### src/rtl/alu_arb_if.sv
// Shared ALU-unit types and the requester/response/AFU bundle of the two-port ALU arbiter.
// The master side is the requesters plus the AFU; the slave side is the arbiter.
package alu_arb_pkg;
    typedef enum logic [1:0] {
        AM_RS1 = 2'd0,
        AM_RS2 = 2'd1,
        AM_IMM = 2'd2,
        AM_PC  = 2'd3
    } ALU_SEL_TYPE;

    typedef enum logic [3:0] {
        A_ADD  = 4'd0,
        A_SUB  = 4'd1,
        A_AND  = 4'd2,
        A_OR   = 4'd3,
        A_XOR  = 4'd4,
        A_SLT  = 4'd5,
        A_SLTU = 4'd6,
        A_SLL  = 4'd7,
        A_SRL  = 4'd8,
        A_SRA  = 4'd9
    } ALU_OP_TYPE;
endpackage

interface alu_arb_if #(
    parameter int RSZ   = 32,
    parameter int PC_SZ = 32
);
    import alu_arb_pkg::*;

    logic        [1:0]            req_valid;
    logic        [1:0]            req_ready;
    logic        [1:0][RSZ-1:0]   req_rs1;
    logic        [1:0][RSZ-1:0]   req_rs2;
    logic        [1:0][RSZ-1:0]   req_imm;
    logic        [1:0][PC_SZ-1:0] req_pc;
    ALU_SEL_TYPE [1:0]            req_sel_x;
    ALU_SEL_TYPE [1:0]            req_sel_y;
    ALU_OP_TYPE  [1:0]            req_op;

    logic        [1:0]            rsp_valid;
    logic        [1:0]            rsp_ready;
    logic        [1:0][RSZ-1:0]   rsp_data;

    logic        [RSZ-1:0]        afu_Rs1_data;
    logic        [RSZ-1:0]        afu_Rs2_data;
    logic        [RSZ-1:0]        afu_imm;
    logic        [PC_SZ-1:0]      afu_pc;
    ALU_SEL_TYPE                  afu_sel_x;
    ALU_SEL_TYPE                  afu_sel_y;
    ALU_OP_TYPE                   afu_op;
    logic        [RSZ-1:0]        afu_Rd_data;

    modport master (
        output req_valid, req_rs1, req_rs2, req_imm, req_pc, req_sel_x, req_sel_y, req_op,
        output rsp_ready, afu_Rd_data,
        input  req_ready, rsp_valid, rsp_data,
        input  afu_Rs1_data, afu_Rs2_data, afu_imm, afu_pc, afu_sel_x, afu_sel_y, afu_op
    );

    modport slave (
        input  req_valid, req_rs1, req_rs2, req_imm, req_pc, req_sel_x, req_sel_y, req_op,
        input  rsp_ready, afu_Rd_data,
        output req_ready, rsp_valid, rsp_data,
        output afu_Rs1_data, afu_Rs2_data, afu_imm, afu_pc, afu_sel_x, afu_sel_y, afu_op
    );
endinterface

### src/rtl/alu_arb.sv
// Round-robin sharing of one combinational ALU unit between two requesters,
// with a one-deep registered result buffer per requester (1-cycle latency).
module alu_arb
    import alu_arb_pkg::*;
#(
    parameter int RSZ   = 32,
    parameter int PC_SZ = 32
) (
    input  logic     clk_in,
    input  logic     reset_in,
    alu_arb_if.slave bus
);

    typedef enum logic {
        BUF_EMPTY = 1'b0,
        BUF_FULL  = 1'b1
    } buf_state_t;

    buf_state_t [1:0]          state_r;
    buf_state_t [1:0]          state_next_s;
    logic       [1:0]          rsp_valid_s;
    logic       [1:0]          elig_s;
    logic       [1:0]          grant_s;
    logic                      grant_any_s;
    logic                      grant_idx_s;
    logic                      last_grant_r;
    logic       [1:0][RSZ-1:0] rsp_data_r;

    // Eligibility and round-robin choice; a buffer draining this cycle may be refilled.
    always_comb begin
        for (int i = 0; i < 2; i++) begin
            rsp_valid_s[i] = (state_r[i] == BUF_FULL);
        end
        elig_s  = bus.req_valid & (~rsp_valid_s | bus.rsp_ready);
        grant_s = 2'b00;
        if (reset_in) begin
            grant_s = 2'b00;
        end else begin
            case (elig_s)
                2'b01:   grant_s = 2'b01;
                2'b10:   grant_s = 2'b10;
                2'b11:   grant_s = last_grant_r ? 2'b01 : 2'b10;
                default: grant_s = 2'b00;
            endcase
        end
        grant_any_s = |grant_s;
        grant_idx_s = grant_s[1];
    end

    // AFU operand mux: granted port's fields, otherwise a quiet ADD of zeros.
    always_comb begin
        bus.afu_Rs1_data = grant_any_s ? bus.req_rs1[grant_idx_s]   : {RSZ{1'b0}};
        bus.afu_Rs2_data = grant_any_s ? bus.req_rs2[grant_idx_s]   : {RSZ{1'b0}};
        bus.afu_imm      = grant_any_s ? bus.req_imm[grant_idx_s]   : {RSZ{1'b0}};
        bus.afu_pc       = grant_any_s ? bus.req_pc[grant_idx_s]    : {PC_SZ{1'b0}};
        bus.afu_sel_x    = grant_any_s ? bus.req_sel_x[grant_idx_s] : AM_RS1;
        bus.afu_sel_y    = grant_any_s ? bus.req_sel_y[grant_idx_s] : AM_RS1;
        bus.afu_op       = grant_any_s ? bus.req_op[grant_idx_s]    : A_ADD;
    end

    // Per-port buffer next state: a grant always (re)fills, a consume without grant empties.
    always_comb begin
        state_next_s = state_r;
        for (int i = 0; i < 2; i++) begin
            case (state_r[i])
                BUF_EMPTY: state_next_s[i] = grant_s[i] ? BUF_FULL : BUF_EMPTY;
                BUF_FULL:  state_next_s[i] = (grant_s[i] || !bus.rsp_ready[i]) ? BUF_FULL : BUF_EMPTY;
                default:   state_next_s[i] = BUF_EMPTY;
            endcase
        end
    end

    // Buffer state register.
    always_ff @(posedge clk_in or posedge reset_in) begin
        if (reset_in) begin
            state_r <= {BUF_EMPTY, BUF_EMPTY};
        end else begin
            state_r <= state_next_s;
        end
    end

    // Result capture and round-robin pointer; last_grant=1 lets port 0 win first.
    always_ff @(posedge clk_in or posedge reset_in) begin
        if (reset_in) begin
            rsp_data_r   <= {2{{RSZ{1'b0}}}};
            last_grant_r <= 1'b1;
        end else begin
            for (int i = 0; i < 2; i++) begin
                if (grant_s[i]) begin
                    rsp_data_r[i] <= bus.afu_Rd_data;
                end else begin
                    rsp_data_r[i] <= rsp_data_r[i];
                end
            end
            if (grant_any_s) begin
                last_grant_r <= grant_idx_s;
            end else begin
                last_grant_r <= last_grant_r;
            end
        end
    end

    assign bus.req_ready = grant_s;
    assign bus.rsp_valid = rsp_valid_s;
    assign bus.rsp_data  = rsp_data_r;

endmodule
### src/flat_wrapper.sv
// flat-port wrapper written by rule: the top's interface ports become plain ports
module alu_arb_flat import alu_arb_pkg::*;
#(
    parameter int RSZ   = 32,
    parameter int PC_SZ = 32
)
  (clk_in, reset_in, bus_req_valid, bus_req_rs1, bus_req_rs2, bus_req_imm, bus_req_pc, bus_req_sel_x, bus_req_sel_y, bus_req_op, bus_rsp_ready, bus_afu_Rd_data, bus_req_ready, bus_rsp_valid, bus_rsp_data, bus_afu_Rs1_data, bus_afu_Rs2_data, bus_afu_imm, bus_afu_pc, bus_afu_sel_x, bus_afu_sel_y, bus_afu_op);
  alu_arb_if #(.RSZ(RSZ), .PC_SZ(PC_SZ)) bus_i ();
  input  logic clk_in;
  input  logic reset_in;
  input wire logic [$bits(bus_i.req_valid)-1:0] bus_req_valid;
  input wire logic [$bits(bus_i.req_rs1)-1:0] bus_req_rs1;
  input wire logic [$bits(bus_i.req_rs2)-1:0] bus_req_rs2;
  input wire logic [$bits(bus_i.req_imm)-1:0] bus_req_imm;
  input wire logic [$bits(bus_i.req_pc)-1:0] bus_req_pc;
  input wire logic [$bits(bus_i.req_sel_x)-1:0] bus_req_sel_x;
  input wire logic [$bits(bus_i.req_sel_y)-1:0] bus_req_sel_y;
  input wire logic [$bits(bus_i.req_op)-1:0] bus_req_op;
  input wire logic [$bits(bus_i.rsp_ready)-1:0] bus_rsp_ready;
  input wire logic [$bits(bus_i.afu_Rd_data)-1:0] bus_afu_Rd_data;
  output wire logic [$bits(bus_i.req_ready)-1:0] bus_req_ready;
  output wire logic [$bits(bus_i.rsp_valid)-1:0] bus_rsp_valid;
  output wire logic [$bits(bus_i.rsp_data)-1:0] bus_rsp_data;
  output wire logic [$bits(bus_i.afu_Rs1_data)-1:0] bus_afu_Rs1_data;
  output wire logic [$bits(bus_i.afu_Rs2_data)-1:0] bus_afu_Rs2_data;
  output wire logic [$bits(bus_i.afu_imm)-1:0] bus_afu_imm;
  output wire logic [$bits(bus_i.afu_pc)-1:0] bus_afu_pc;
  output wire logic [$bits(bus_i.afu_sel_x)-1:0] bus_afu_sel_x;
  output wire logic [$bits(bus_i.afu_sel_y)-1:0] bus_afu_sel_y;
  output wire logic [$bits(bus_i.afu_op)-1:0] bus_afu_op;
  assign bus_i.req_valid = bus_req_valid;
  assign bus_i.req_rs1 = bus_req_rs1;
  assign bus_i.req_rs2 = bus_req_rs2;
  assign bus_i.req_imm = bus_req_imm;
  assign bus_i.req_pc = bus_req_pc;
  assign bus_i.req_sel_x = bus_req_sel_x;
  assign bus_i.req_sel_y = bus_req_sel_y;
  assign bus_i.req_op = bus_req_op;
  assign bus_i.rsp_ready = bus_rsp_ready;
  assign bus_i.afu_Rd_data = bus_afu_Rd_data;
  assign bus_req_ready = bus_i.req_ready;
  assign bus_rsp_valid = bus_i.rsp_valid;
  assign bus_rsp_data = bus_i.rsp_data;
  assign bus_afu_Rs1_data = bus_i.afu_Rs1_data;
  assign bus_afu_Rs2_data = bus_i.afu_Rs2_data;
  assign bus_afu_imm = bus_i.afu_imm;
  assign bus_afu_pc = bus_i.afu_pc;
  assign bus_afu_sel_x = bus_i.afu_sel_x;
  assign bus_afu_sel_y = bus_i.afu_sel_y;
  assign bus_afu_op = bus_i.afu_op;
  alu_arb #(.RSZ(RSZ), .PC_SZ(PC_SZ)) u_core (.clk_in(clk_in), .reset_in(reset_in), .bus(bus_i));
endmodule
### config.mk
export PLATFORM = sky130hd
export DESIGN_NAME = alu_arb_flat
export DESIGN_NICKNAME = d
export VERILOG_FILES = /design/src/rtl/alu_arb_if.sv /design/src/rtl/alu_arb.sv /design/src/flat_wrapper.sv
export SDC_FILE = /design/constraint.sdc
export NUM_CORES = 1
export LEC_CHECK = 0
export BUFFER_PORTS_ARGS = -buffer_cell sky130_fd_sc_hd__buf_2
export CAP_MARGIN = 30
export CELL_PAD_IN_SITES_DETAIL_PLACEMENT = 0
export CELL_PAD_IN_SITES_GLOBAL_PLACEMENT = 2
export CORE_AREA = 2 2 200 202
export DETAILED_ROUTE_END_ITERATION = 8
export DIE_AREA = 0 0 202 204
export PLACE_DENSITY = 0.77
export RECOVER_POWER = 50
export SYNTH_ARGS = -nofsm -noshare
export SYNTH_HDL_FRONTEND = slang
export SYNTH_SLANG_ARGS = --single-unit
### constraint.sdc
create_clock -name clk_in -period 5.5 [get_ports clk_in]
set_clock_uncertainty 0.15 [all_clocks]
set_input_delay 0.55 -clock clk_in [delete_from_list [all_inputs] [get_ports clk_in]]
set_output_delay 0.55 -clock clk_in [all_outputs]
set_load 0.02 [all_outputs]
==> flow_summary.ini <==
[status]
status = complete, but fails checks
violations = max-capacitance violations, max-slew violations

[finish]
area_growth_pct = 39.5
nFillCells = 4412
nets = 1679
design_area_um2 = 10800
drive_above_1_share_pct = 40.1

[die]
core-area_um2 = 39200
die_h_um = 204
die_area_um2 = 41200
pin_count = 514
rows = 73
die_x_um = 202
start_util_pct = 19.8

[sta]
relSlewSlack_pct = -63.3
hold_violations = 0
fmax_ghz = 0.236
rsz0062_at_grt = no
drv_slew = 113
holdWs_ps = 307
final.min_clock_period_ps = 4250
worst_pin_slew_ps = 2450
setup_viol = 0
fin_crit_sh_pct = 77.2
final.setup.tns_ps = 0

[clock_network]
clk_pin_slew_ps = 60
clk_latency_ps = 320
htreeDepth = 3
cts_sinks = 67
cts_max_path_buffers = 2
cts_buffers = 9
cts_setup_buffers = 0
ctsResizeCount = 0
clockRootBuffer = clkbuf_16
ctsHoldBuffers = 0
cts_tree = done

[run]
maxCapViolCount = 1

[routing]
wl_per_cell_um = 19.5
drc = 0
wl_um = 37100
postRouteAntennaNets = 0
dr.first_iter.drc_count = 563
vias = 9511
drt_first_pass_iters = 5
viasPerCell = 4.99

[critical_path]
worst_path_max_delay_cell = clkbuf_2
r2r_setup_slack_ps = 3000
rr_worst_depth = 4
crit_type = input pin to output port
crit_fanout = 128
slowest_delay_ps = 1670
r2r_end = u_core.bus.rsp_data[44]
critPathCaptureType = output port
arrival_ps = 3550
start_kind = input pin
cp_data_required_time_ps = 4800
r2r-start = u_core.last_grant_r
cp_cell_sequence = clkbuf_2, buf_12, nor2b_1, o2111ai_1, nand2_1, buf_2

[yosys]
yosys_register_bits = 67
seq_area_frac_synth_pct = 21.6
avgSynthCellArea_um2 = 7.87
synthCells = 987
synth.cell_area_um2 = 7770
ys_warn_count = 0
synth.distinct_cells = 18
syn-num-nets = 1297

[min_path]
min-delay-start = bus_afu_Rd_data[23]
hold-path-cell-count = 2
worstHoldPathType = input pin to register
whs_endpoint = u_core.bus.rsp_data[23]

[place]
io_buffers = 513
place_congestion = 0.822
postPlaceCellArea_um2 = 10600
hpwl_um = 25400

[global_routing]
antenna_found_initial = 8
grt_pass1_wl_um = 55900
grt_max_degree = 137
overflow = 0
grt_usage_pct = 16.7
grt_pass1_vias = 9331

[pwr]
peakVddDrop_uv = 255
power.leakage_nw = 5.03
p_per_area_nw_per_um2 = 247
## flip-flops by register name, summed over array words and instances (netlist names)
signal and count:
u_core.last_grant_r 1, u_core.bus.rsp_data 64, u_core.bus.rsp_valid 2
## cell families (layout without fill, tap and decap cells)
group	count (synthesis)	after routing	share of synthesized area, %
other	0	6	0
muxes	64	64	9.28
and+or+nand+nor	420	420	29.3
DFF	67	67	21.6
buffers and inverters	160	547	8.57
AOI/OAI and AO/OA	276	276	31.2
## worst max-delay path, delay by kind of cell
family / cells / cell delay, ps
AOI/OAI and AO/OA: 1 / 130
and+or+nand+nor: 2 / 280
buffers and inverters: 3 / 2320
## power by group
group	internal, mW	leakage [nW]	total, mW	switching, mW
clock network	0.414	0.160	0.637	0.223
registers	0.632	0.787	0.707	0.0745
logic	0.446	4.08	1.33	0.884
## synth_stat cells (all sizes together)
| cell | count | area [um^2] |
|---|---|---|
| a211oi | 1 | 20.0 |
| buf | 57 | 279 |
| clkbuf | 101 | 379 |
| dfrtp | 66 | 1650 |
| dfstp | 1 | 26.3 |
| inv | 2 | 7.51 |
| mux2 | 64 | 721 |
| nand2 | 139 | 522 |
| nand2b | 4 | 25.0 |
| nor2b | 276 | 1730 |
| o2111ai | 272 | 2380 |
| o211ai | 1 | 12.5 |
| o21ai | 2 | 10.0 |
| or2 | 1 | 6.26 |
## layer usage
metal | part of all wire [%] | up-vias | track usage (%)
li1 | - | 4498 | -
met1 | 43 | 4572 | 21.2
met2 | 49 | 407 | 29.2
met3 | 7.2 | 30 | 3.86
met4 | 1.2 | 4 | 2.39
met5 | 0.075 | - | 0
## worst max-delay path by stage
stage / end / slack [ps] / startpoint / cells past startpoint
after floorplan: u_core.bus.rsp_data[0] / 2710 / reset_in / 3
after global placement: bus_req_ready[1] / 1740 / bus_req_valid[0] / 6
after detailed placement: bus_afu_pc[4] / 1750 / bus_req_valid[0] / 6
after CTS: bus_afu_pc[4] / 1740 / bus_req_valid[0] / 6
after global routing: u_core.bus.rsp_data[54] / 910 / reset_in / 3
final: bus_afu_imm[4] / 1250 / reset_in / 6
## layout make-up
class	instances	area [um^2]	area share, %
multi-input cells	760	5480	50.5
repair buffers	529	2670	24.6
flip-flops and latches	67	1680	15.5
well taps	525	657	6.06
clock buffers	10	239	2.20
clock inverters	6	93.8	0.866
diodes	6	15.0	0.139
inverters	2	7.51	0.0693
## through the flow
step	utilization (%)	power [mW]	worst slack (ps)	std cells
6_report	27.7	2.67	1250	1905
5_1_grt	27.6	2.83	909	1903
4_1_cts	27.9	2.74	1740	1899
3_5_place_dp	27.0	2.09	1750	1883
3_3_place_gp	27.0	2.08	1740	1883
2_1_floorplan	-	1.56	2710	987
## cells in the final DEF (no fill, tap or decap), types with 3 or more instances in the layout
cell,netlist,layout
buf_12,0,5
o2111ai_1,272,272
buf_2,25,444
inv_6,0,3
dfrtp_1,66,66
buf_4,3,12
clkbuf_1,101,66
nand2b_4,0,3
diode_2,0,6
nand2_1,139,138
nor2b_1,276,274
mux2_2,62,62
clkbuf_16,0,9
No activity file was read; power rests on OpenSTA's default activity.
